$ cat config.mk
export PLATFORM = sky130hd
export DESIGN_NAME = rpn_calc_param
export DESIGN_NICKNAME = d
export VERILOG_FILES = /design/src/rtl/rpn_pkg.sv /design/src/rtl/rpn_stack.sv /design/src/rtl/rpn_calc_param.sv
export SDC_FILE = /design/constraint.sdc
export NUM_CORES = 2
export LEC_CHECK = 0
export ABC_AREA = 1
export CORE_ASPECT_RATIO = 0.75
export CORE_MARGIN = 1
export CORE_UTILIZATION = 45
export CTS_CLUSTER_DIAMETER = 60
export DETAILED_ROUTE_END_ITERATION = 10
export GPL_ROUTABILITY_DRIVEN = 0
export PLACE_DENSITY_LB_ADDON = 0.3
export SETUP_SLACK_MARGIN = 0.1
export SLEW_MARGIN = 0
export SYNTH_ARGS = -nofsm -noshare
export SYNTH_HDL_FRONTEND = slang
export SYNTH_SLANG_ARGS = --single-unit
$ cat constraint.sdc
create_clock -name CLK -period 10.98 [get_ports CLK]
set_input_delay 1.647 -clock CLK [delete_from_list [all_inputs] [get_ports CLK]]
set_output_delay 1.647 -clock CLK [all_outputs]
set_load 0.005 [all_outputs]
$ cat src/rtl/rpn_pkg.sv
// Shared opcodes, error codes and FSM states for the RPN calculator.
// RPN_CALC_DIV_EN adds opcode 101 (unsigned divide) to the binary operator set.
package rpn_pkg;

  localparam logic [2:0] OP_MUL = 3'b001;
  localparam logic [2:0] OP_ADD = 3'b010;
  localparam logic [2:0] OP_SUB = 3'b011;
  localparam logic [2:0] OP_EQ  = 3'b100;
  localparam logic [2:0] OP_DIV = 3'b101;

  localparam logic [1:0] ERR_NONE = 2'b00;
  localparam logic [1:0] ERR_OVF  = 2'b01;
  localparam logic [1:0] ERR_UNF  = 2'b10;
  localparam logic [1:0] ERR_DIV0 = 2'b11;

  typedef enum logic [2:0] {
    S_IDLE,
    S_EXEC,
    S_ACK,
    S_RESULT,
    S_WAIT_ACK
  } state_e;

  function automatic logic is_binop(input logic [2:0] op);
`ifdef RPN_CALC_DIV_EN
    return (op == OP_MUL) || (op == OP_ADD) || (op == OP_SUB) || (op == OP_DIV);
`else
    return (op == OP_MUL) || (op == OP_ADD) || (op == OP_SUB);
`endif
  endfunction

endpackage

$ cat src/rtl/rpn_stack.sv
// Operand stack: register array plus occupancy counter.
// Priority: clear > replace-top-two > push > pop; a push into a full stack is dropped.
module rpn_stack #(
  parameter int WIDTH = 32,
  parameter int DEPTH = 16
) (
  input  logic                         clk_i,
  input  logic                         rst_i,
  input  logic                         push_i,
  input  logic                         pop_i,
  input  logic                         repl_i,
  input  logic                         clr_i,
  input  logic [WIDTH-1:0]             wdata_i,
  output logic [WIDTH-1:0]             top_o,
  output logic [WIDTH-1:0]             nxt_o,
  output logic [$clog2(DEPTH+1)-1:0]   depth_o
);

  localparam int AW = $clog2(DEPTH);
  localparam int DW = $clog2(DEPTH+1);

  logic [WIDTH-1:0] mem_q [DEPTH];
  logic [DW-1:0]    cnt_q, cnt_d;
  logic [AW-1:0]    top_idx, nxt_idx, wr_idx;
  logic             wr_en;

  assign top_idx = AW'(cnt_q - DW'(1));
  assign nxt_idx = AW'(cnt_q - DW'(2));
  assign top_o   = mem_q[top_idx];
  assign nxt_o   = mem_q[nxt_idx];
  assign depth_o = cnt_q;

  always_comb begin
    cnt_d  = cnt_q;
    wr_en  = 1'b0;
    wr_idx = AW'(cnt_q);
    if (clr_i) begin
      cnt_d = '0;
    end else if (repl_i && cnt_q >= DW'(2)) begin
      // result lands in the left operand's slot, right operand is dropped
      wr_en  = 1'b1;
      wr_idx = nxt_idx;
      cnt_d  = cnt_q - DW'(1);
    end else if (push_i && cnt_q < DW'(DEPTH)) begin
      wr_en = 1'b1;
      cnt_d = cnt_q + DW'(1);
    end else if (pop_i && cnt_q != '0) begin
      cnt_d = cnt_q - DW'(1);
    end
  end

  always_ff @(posedge clk_i) begin
    if (rst_i) cnt_q <= '0;
    else       cnt_q <= cnt_d;
  end

  always_ff @(posedge clk_i) begin
    if (wr_en) mem_q[wr_idx] <= wdata_i;
  end

endmodule

$ cat src/rtl/rpn_calc_param.sv
// Token-driven RPN calculator: operands push, operators reduce the top two entries.
// Define RPN_CALC_DIV_EN to add an iterative unsigned divider for opcode 101.
module rpn_calc_param
  import rpn_pkg::*;
#(
  parameter int WIDTH = 32,
  parameter int DEPTH = 16
) (
  input  logic                         CLK,
  input  logic                         RST,
  input  logic                         in_stb,
  input  logic [WIDTH-1:0]             in_data,
  input  logic                         in_is_op,
  output logic                         in_ack,
  output logic                         out_stb,
  output logic [WIDTH-1:0]             out_data,
  output logic                         out_err,
  output logic [1:0]                   out_err_code,
  input  logic                         out_ack,
  output logic [$clog2(DEPTH+1)-1:0]   depth
);

  localparam int DW = $clog2(DEPTH+1);

  state_e           state_q, state_d;
  logic [2:0]       op_q, op_d;
  logic             in_ack_q, in_ack_d;
  logic             out_stb_q, out_stb_d;
  logic [WIDTH-1:0] out_data_q, out_data_d;
  logic             out_err_q, out_err_d;
  logic [1:0]       out_code_q, out_code_d;

  logic             st_push, st_repl, st_clr;
  logic [WIDTH-1:0] st_wdata, st_top, st_nxt;
  logic [DW-1:0]    st_depth;

  logic             go_res;
  logic [1:0]       res_code;
  logic [WIDTH-1:0] res_data;
  logic [WIDTH-1:0] alu_res;

  rpn_stack #(.WIDTH(WIDTH), .DEPTH(DEPTH)) u_stack (
    .clk_i   (CLK),
    .rst_i   (RST),
    .push_i  (st_push),
    .pop_i   (1'b0),
    .repl_i  (st_repl),
    .clr_i   (st_clr),
    .wdata_i (st_wdata),
    .top_o   (st_top),
    .nxt_o   (st_nxt),
    .depth_o (st_depth)
  );

  always_comb begin
    unique case (op_q)
      OP_MUL:  alu_res = st_nxt * st_top;
      OP_ADD:  alu_res = st_nxt + st_top;
      OP_SUB:  alu_res = st_nxt - st_top;
      default: alu_res = '0;
    endcase
  end

`ifdef RPN_CALC_DIV_EN
  localparam int CW = $clog2(WIDTH+1);

  logic             div_busy_q, div_busy_d;
  logic [WIDTH-1:0] quo_q, quo_d, quo_nx;
  logic [WIDTH-1:0] rem_q, rem_d, rem_nx;
  logic [CW-1:0]    dcnt_q, dcnt_d;
  logic [WIDTH:0]   div_sh;
  logic             div_ge;

  // one restoring shift-subtract step per cycle; the divisor stays on the stack top
  always_comb begin
    div_sh = {rem_q, quo_q[WIDTH-1]};
    div_ge = div_sh >= {1'b0, st_top};
    rem_nx = div_ge ? WIDTH'(div_sh - {1'b0, st_top}) : div_sh[WIDTH-1:0];
    quo_nx = {quo_q[WIDTH-2:0], div_ge};
  end
`endif

  always_comb begin
    state_d    = state_q;
    op_d       = op_q;
    in_ack_d   = 1'b0;
    out_stb_d  = out_stb_q;
    out_data_d = out_data_q;
    out_err_d  = out_err_q;
    out_code_d = out_code_q;
    st_push    = 1'b0;
    st_repl    = 1'b0;
    st_clr     = 1'b0;
    st_wdata   = in_data;
    go_res     = 1'b0;
    res_code   = ERR_NONE;
    res_data   = '0;
`ifdef RPN_CALC_DIV_EN
    div_busy_d = div_busy_q;
    quo_d      = quo_q;
    rem_d      = rem_q;
    dcnt_d     = dcnt_q;
`endif
    unique case (state_q)
      S_IDLE: begin
        if (in_stb) begin
          if (!in_is_op) begin
            if (st_depth < DW'(DEPTH)) begin
              st_push  = 1'b1;
              in_ack_d = 1'b1;
              state_d  = S_ACK;
            end else begin
              go_res   = 1'b1;
              res_code = ERR_OVF;
            end
          end else if (in_data[2:0] == OP_EQ) begin
            go_res = 1'b1;
            if (st_depth == '0) res_code = ERR_UNF;
            else                res_data = st_top;
          end else if (is_binop(in_data[2:0])) begin
            if (st_depth < DW'(2)) begin
              go_res   = 1'b1;
              res_code = ERR_UNF;
            end else begin
              op_d    = in_data[2:0];
              state_d = S_EXEC;
            end
          end else begin
            go_res   = 1'b1;
            res_code = ERR_UNF;
          end
        end
      end
      S_EXEC: begin
`ifdef RPN_CALC_DIV_EN
        if (op_q == OP_DIV) begin
          if (!div_busy_q) begin
            if (st_top == '0) begin
              go_res   = 1'b1;
              res_code = ERR_DIV0;
            end else begin
              div_busy_d = 1'b1;
              quo_d      = st_nxt;
              rem_d      = '0;
              dcnt_d     = CW'(WIDTH);
            end
          end else begin
            quo_d  = quo_nx;
            rem_d  = rem_nx;
            dcnt_d = dcnt_q - CW'(1);
            if (dcnt_q == CW'(1)) begin
              st_repl    = 1'b1;
              st_wdata   = quo_nx;
              div_busy_d = 1'b0;
              in_ack_d   = 1'b1;
              state_d    = S_ACK;
            end
          end
        end else
`endif
        begin
          st_repl  = 1'b1;
          st_wdata = alu_res;
          in_ack_d = 1'b1;
          state_d  = S_ACK;
        end
      end
      S_ACK: state_d = S_IDLE;
      S_RESULT: begin
        // every reported result, good or bad, empties the stack
        st_clr  = 1'b1;
        state_d = S_WAIT_ACK;
      end
      S_WAIT_ACK: begin
        if (out_ack) begin
          out_stb_d  = 1'b0;
          out_data_d = '0;
          out_err_d  = 1'b0;
          out_code_d = ERR_NONE;
          state_d    = S_IDLE;
        end
      end
      default: state_d = S_IDLE;
    endcase

    if (go_res) begin
      state_d    = S_RESULT;
      in_ack_d   = 1'b1;
      out_stb_d  = 1'b1;
      out_err_d  = (res_code != ERR_NONE);
      out_code_d = res_code;
      out_data_d = res_data;
    end
  end

  always_ff @(posedge CLK) begin
    if (RST) begin
      state_q    <= S_IDLE;
      op_q       <= '0;
      in_ack_q   <= 1'b0;
      out_stb_q  <= 1'b0;
      out_data_q <= '0;
      out_err_q  <= 1'b0;
      out_code_q <= ERR_NONE;
    end else begin
      state_q    <= state_d;
      op_q       <= op_d;
      in_ack_q   <= in_ack_d;
      out_stb_q  <= out_stb_d;
      out_data_q <= out_data_d;
      out_err_q  <= out_err_d;
      out_code_q <= out_code_d;
    end
  end

`ifdef RPN_CALC_DIV_EN
  always_ff @(posedge CLK) begin
    if (RST) begin
      div_busy_q <= 1'b0;
      quo_q      <= '0;
      rem_q      <= '0;
      dcnt_q     <= '0;
    end else begin
      div_busy_q <= div_busy_d;
      quo_q      <= quo_d;
      rem_q      <= rem_d;
      dcnt_q     <= dcnt_d;
    end
  end
`endif

  assign in_ack       = in_ack_q;
  assign out_stb      = out_stb_q;
  assign out_data     = out_data_q;
  assign out_err      = out_err_q;
  assign out_err_code = out_code_q;
  assign depth        = st_depth;

endmodule

==> results.sh <==
export IMPL_setup_violations=0
export IMPL_clock_sinks=560
export IMPL_end_kind="register"
export IMPL_fin_ws_ns=0.524
export IMPL_drt_iter0_markers=5554
export IMPL_ys_types=61
export IMPL_cp_max_fo=55
export IMPL_rsz0062_at_grt="false"
export IMPL_coreArea_mm2=0.101
export IMPL_htreeDepth=2
export IMPL_gr_max_usage_layer="met1"
export IMPL_drc=0
export IMPL_min_path_cells=2
export IMPL_fin_crit_sh=0.952
export IMPL_finalHoldViolations=0
export IMPL_antenna_found_initial=4
export IMPL_areaGrowthSynthToFinish_pct=8.32
export IMPL_met1_usage=0.446
export IMPL_worstSetupStartpointType="register"
export IMPL_cts_resized=0
export IMPL_place_ws_ns=0.901
export IMPL_nets=6012
export IMPL_synth_nets=6059
export IMPL_worstPathArrival_ns=10.75
export IMPL_holdCritPathClass="reg2reg"
export IMPL_crit_required_ns=11.27
export IMPL_finClkSkew_ns=0.0333
export IMPL_critPathKind="reg2reg"
export IMPL_dp_cells=6685
export IMPL_ios=79
export IMPL_worst_skew_pair_late_latency_ns=0.65
export IMPL_yosys_warnings=0
export IMPL_ys_seq_area_frac=0.355
export IMPL_fin_area_mm2=0.0498
export IMPL_numPortBuffers=78
export IMPL_dr_total_vias=39600
export IMPL_outcome="completed"
export IMPL_reg2regPathDepth=32
export IMPL_dieWidth_um=371
export IMPL_use_met3=0.111
export IMPL_synthCells=5450
export IMPL_final_cells=6787
export IMPL_grt_pass1_vias=37400
export IMPL_crit_top_cell="fa_1"
export IMPL_max_freq_ghz=0.0956
export IMPL_crit_buf_inv=5
export IMPL_dp_final_hpwl_um=108000
export IMPL_n_antenna_cell=0
export IMPL_start_util=0.454
export IMPL_die_area_mm2=0.103
export IMPL_clk_pin_slew_ns=0.07
export IMPL_max_stage_delay_ns=0.68
export IMPL_ctsHoldBuffers=0
export IMPL_cts_root_buf="clkbuf_16"
export IMPL_die_y_um=279
export IMPL_tightest_slew_ns=1.46
export IMPL_slowest_stage="nand2_1"
export IMPL_vias_per_cell=5.84
export IMPL_final_common_cell="nand2_1"
export IMPL_layout_drive_gt1_share=0.0552
export IMPL_synthesis_area_mm2=0.0460
export IMPL_tritoncts="built"
export IMPL_grt_pass1_wl_um=236000
export IMPL_finalWirelength_um=160000
export IMPL_met2_usage=0.422
export IMPL_grt_overflow_total=0
export IMPL_placed_area_mm2=0.0480
export IMPL_drv_cap=0
export IMPL_cts_made_buffers=55
export IMPL_clock_path_buffers=3
export IMPL_crit_cells=32
export IMPL_detail_route_antenna_nets=0
export IMPL_dr_pass1_iters=7
export IMPL_grtUsageTotal=0.307
export IMPL_row_count=101
export IMPL_cpLargestDelayFamily="adder cells"
export IMPL_mostFrequentLayoutCells="nand2_1, nand3_1, inv_1"
export IMPL_yosys_register_bits=560
export IMPL_grt_max_degree=215
export IMPL_max_slew_margin=0.0205
export IMPL_postCtsSetupBuffers=0
export IMPL_synth_area_per_cell_um2=8.43
export IMPL_drv_slew=0
export IMPL_wl_per_cell_um=23.6
export IMPL_tns_ns=0
export IMPL_period_minus_slack_ns=10.46
state kept, by name (all words and copies together), names as in the netlist:
register / flops
u_stack.mem_q: 512
op_q: 3
out_err: 1
out_stb: 1
u_stack.depth_o: 5
out_err_code: 2
out_data: 32
state_q: 3
in_ack: 1
worst reg2reg max path: cells and delay by family, from the launching register on:
family	cells	cell delay, ns
flip-flops	1	0.36
AO/OA/AOI/OAI	7	1.39
buffers and inverters	5	0.96
AND/OR/NAND/NOR	9	1.87
XOR/XNOR	1	0.67
adder cells (fa/ha/maj)	10	4.87
per-layer routing:
layer / share of wire / wire (um)
met1: 0.41 / 65900
met2: 0.40 / 63900
met3: 0.16 / 24900
met4: 0.034 / 5510
met5: 0.00017 / 27
through the flow:
| stage | utilization | hold WS [ns] |
|---|---|---|
| final | 0.492 | 0.464 |
| after global routing | 0.492 | 0.479 |
| after CTS | 0.492 | 0.465 |
| after detailed placement | 0.474 | 0.452 |
| after global placement | 0.474 | 0.452 |
| after floorplan | - | 0.452 |
cell usage after synthesis (all sizes together):
cell,instances,area share
ha,163,0.044
fa,409,0.18
nor4,4,0.00054
or2,20,0.0027
nand2,1308,0.11
o22ai,4,0.00054
a22oi,2,0.00033
nor3,21,0.0027
o22a,2,0.00038
a211oi,1,0.00016
a32o,2,0.00044
a2111oi,1,0.00019
nand3b,6,0.00098
nand4,12,0.0018
a221oi,3,0.00057
nor2,509,0.042
o21bai,10,0.0016
o2111ai,1,0.00019
clkinv,19,0.0016
xor2,47,0.0095
a21oi,235,0.026
a21boi,1,0.00016
dfxtp,48,0.021
o21a,26,0.0042
buf,203,0.026
xnor2,9,0.0017
o21ai,214,0.024
edfxtp,512,0.33
a2bb2oi,4,0.00076
and3,1,0.00014
o31ai,4,0.00065
o221ai,5,0.00095
o211a,1,0.00022
a31oi,9,0.0012
o211ai,99,0.016
nand3,722,0.079
inv,713,0.058
a21o,7,0.0011
clkbuf,93,0.0076
cell families (layout without fill, tap and decap cells):
logic type | after synthesis | after routing | synth area share
xor gates and xnor gates | 56 | 56 | 0.0112
and+or+nand+nor | 2603 | 2603 | 0.238
buffers and inverters | 1028 | 1026 | 0.0940
DFF | 560 | 560 | 0.355
adders and majority gates | 572 | 572 | 0.222
AOI/OAI and AO/OA | 631 | 631 | 0.0793
final timing paths:
path	startpoint	end	slack, ns
min reg2reg	out_data[23]	out_data[23]	0.46
max	u_stack.depth_o[1]	u_stack.mem_q[8][30]	0.52
min	out_data[23]	out_data[23]	0.46
max reg2reg	u_stack.depth_o[1]	u_stack.mem_q[8][30]	0.52
area by class of cell:
type                            instances  area [um2]
Sequential cell                       560       16300
Timing Repair Buffer                  192        1730
Multi-Input combinational cell       3862       25500
Inverter                              732        2770
Fill cell                            9372       51400
Clock buffer                           68        1430
Clock inverter                         34         363
Tap cell                             1339        1680
Power is not shown: default switching activity piles up to over one toggle a cycle in this logic, so the estimate is an artifact.
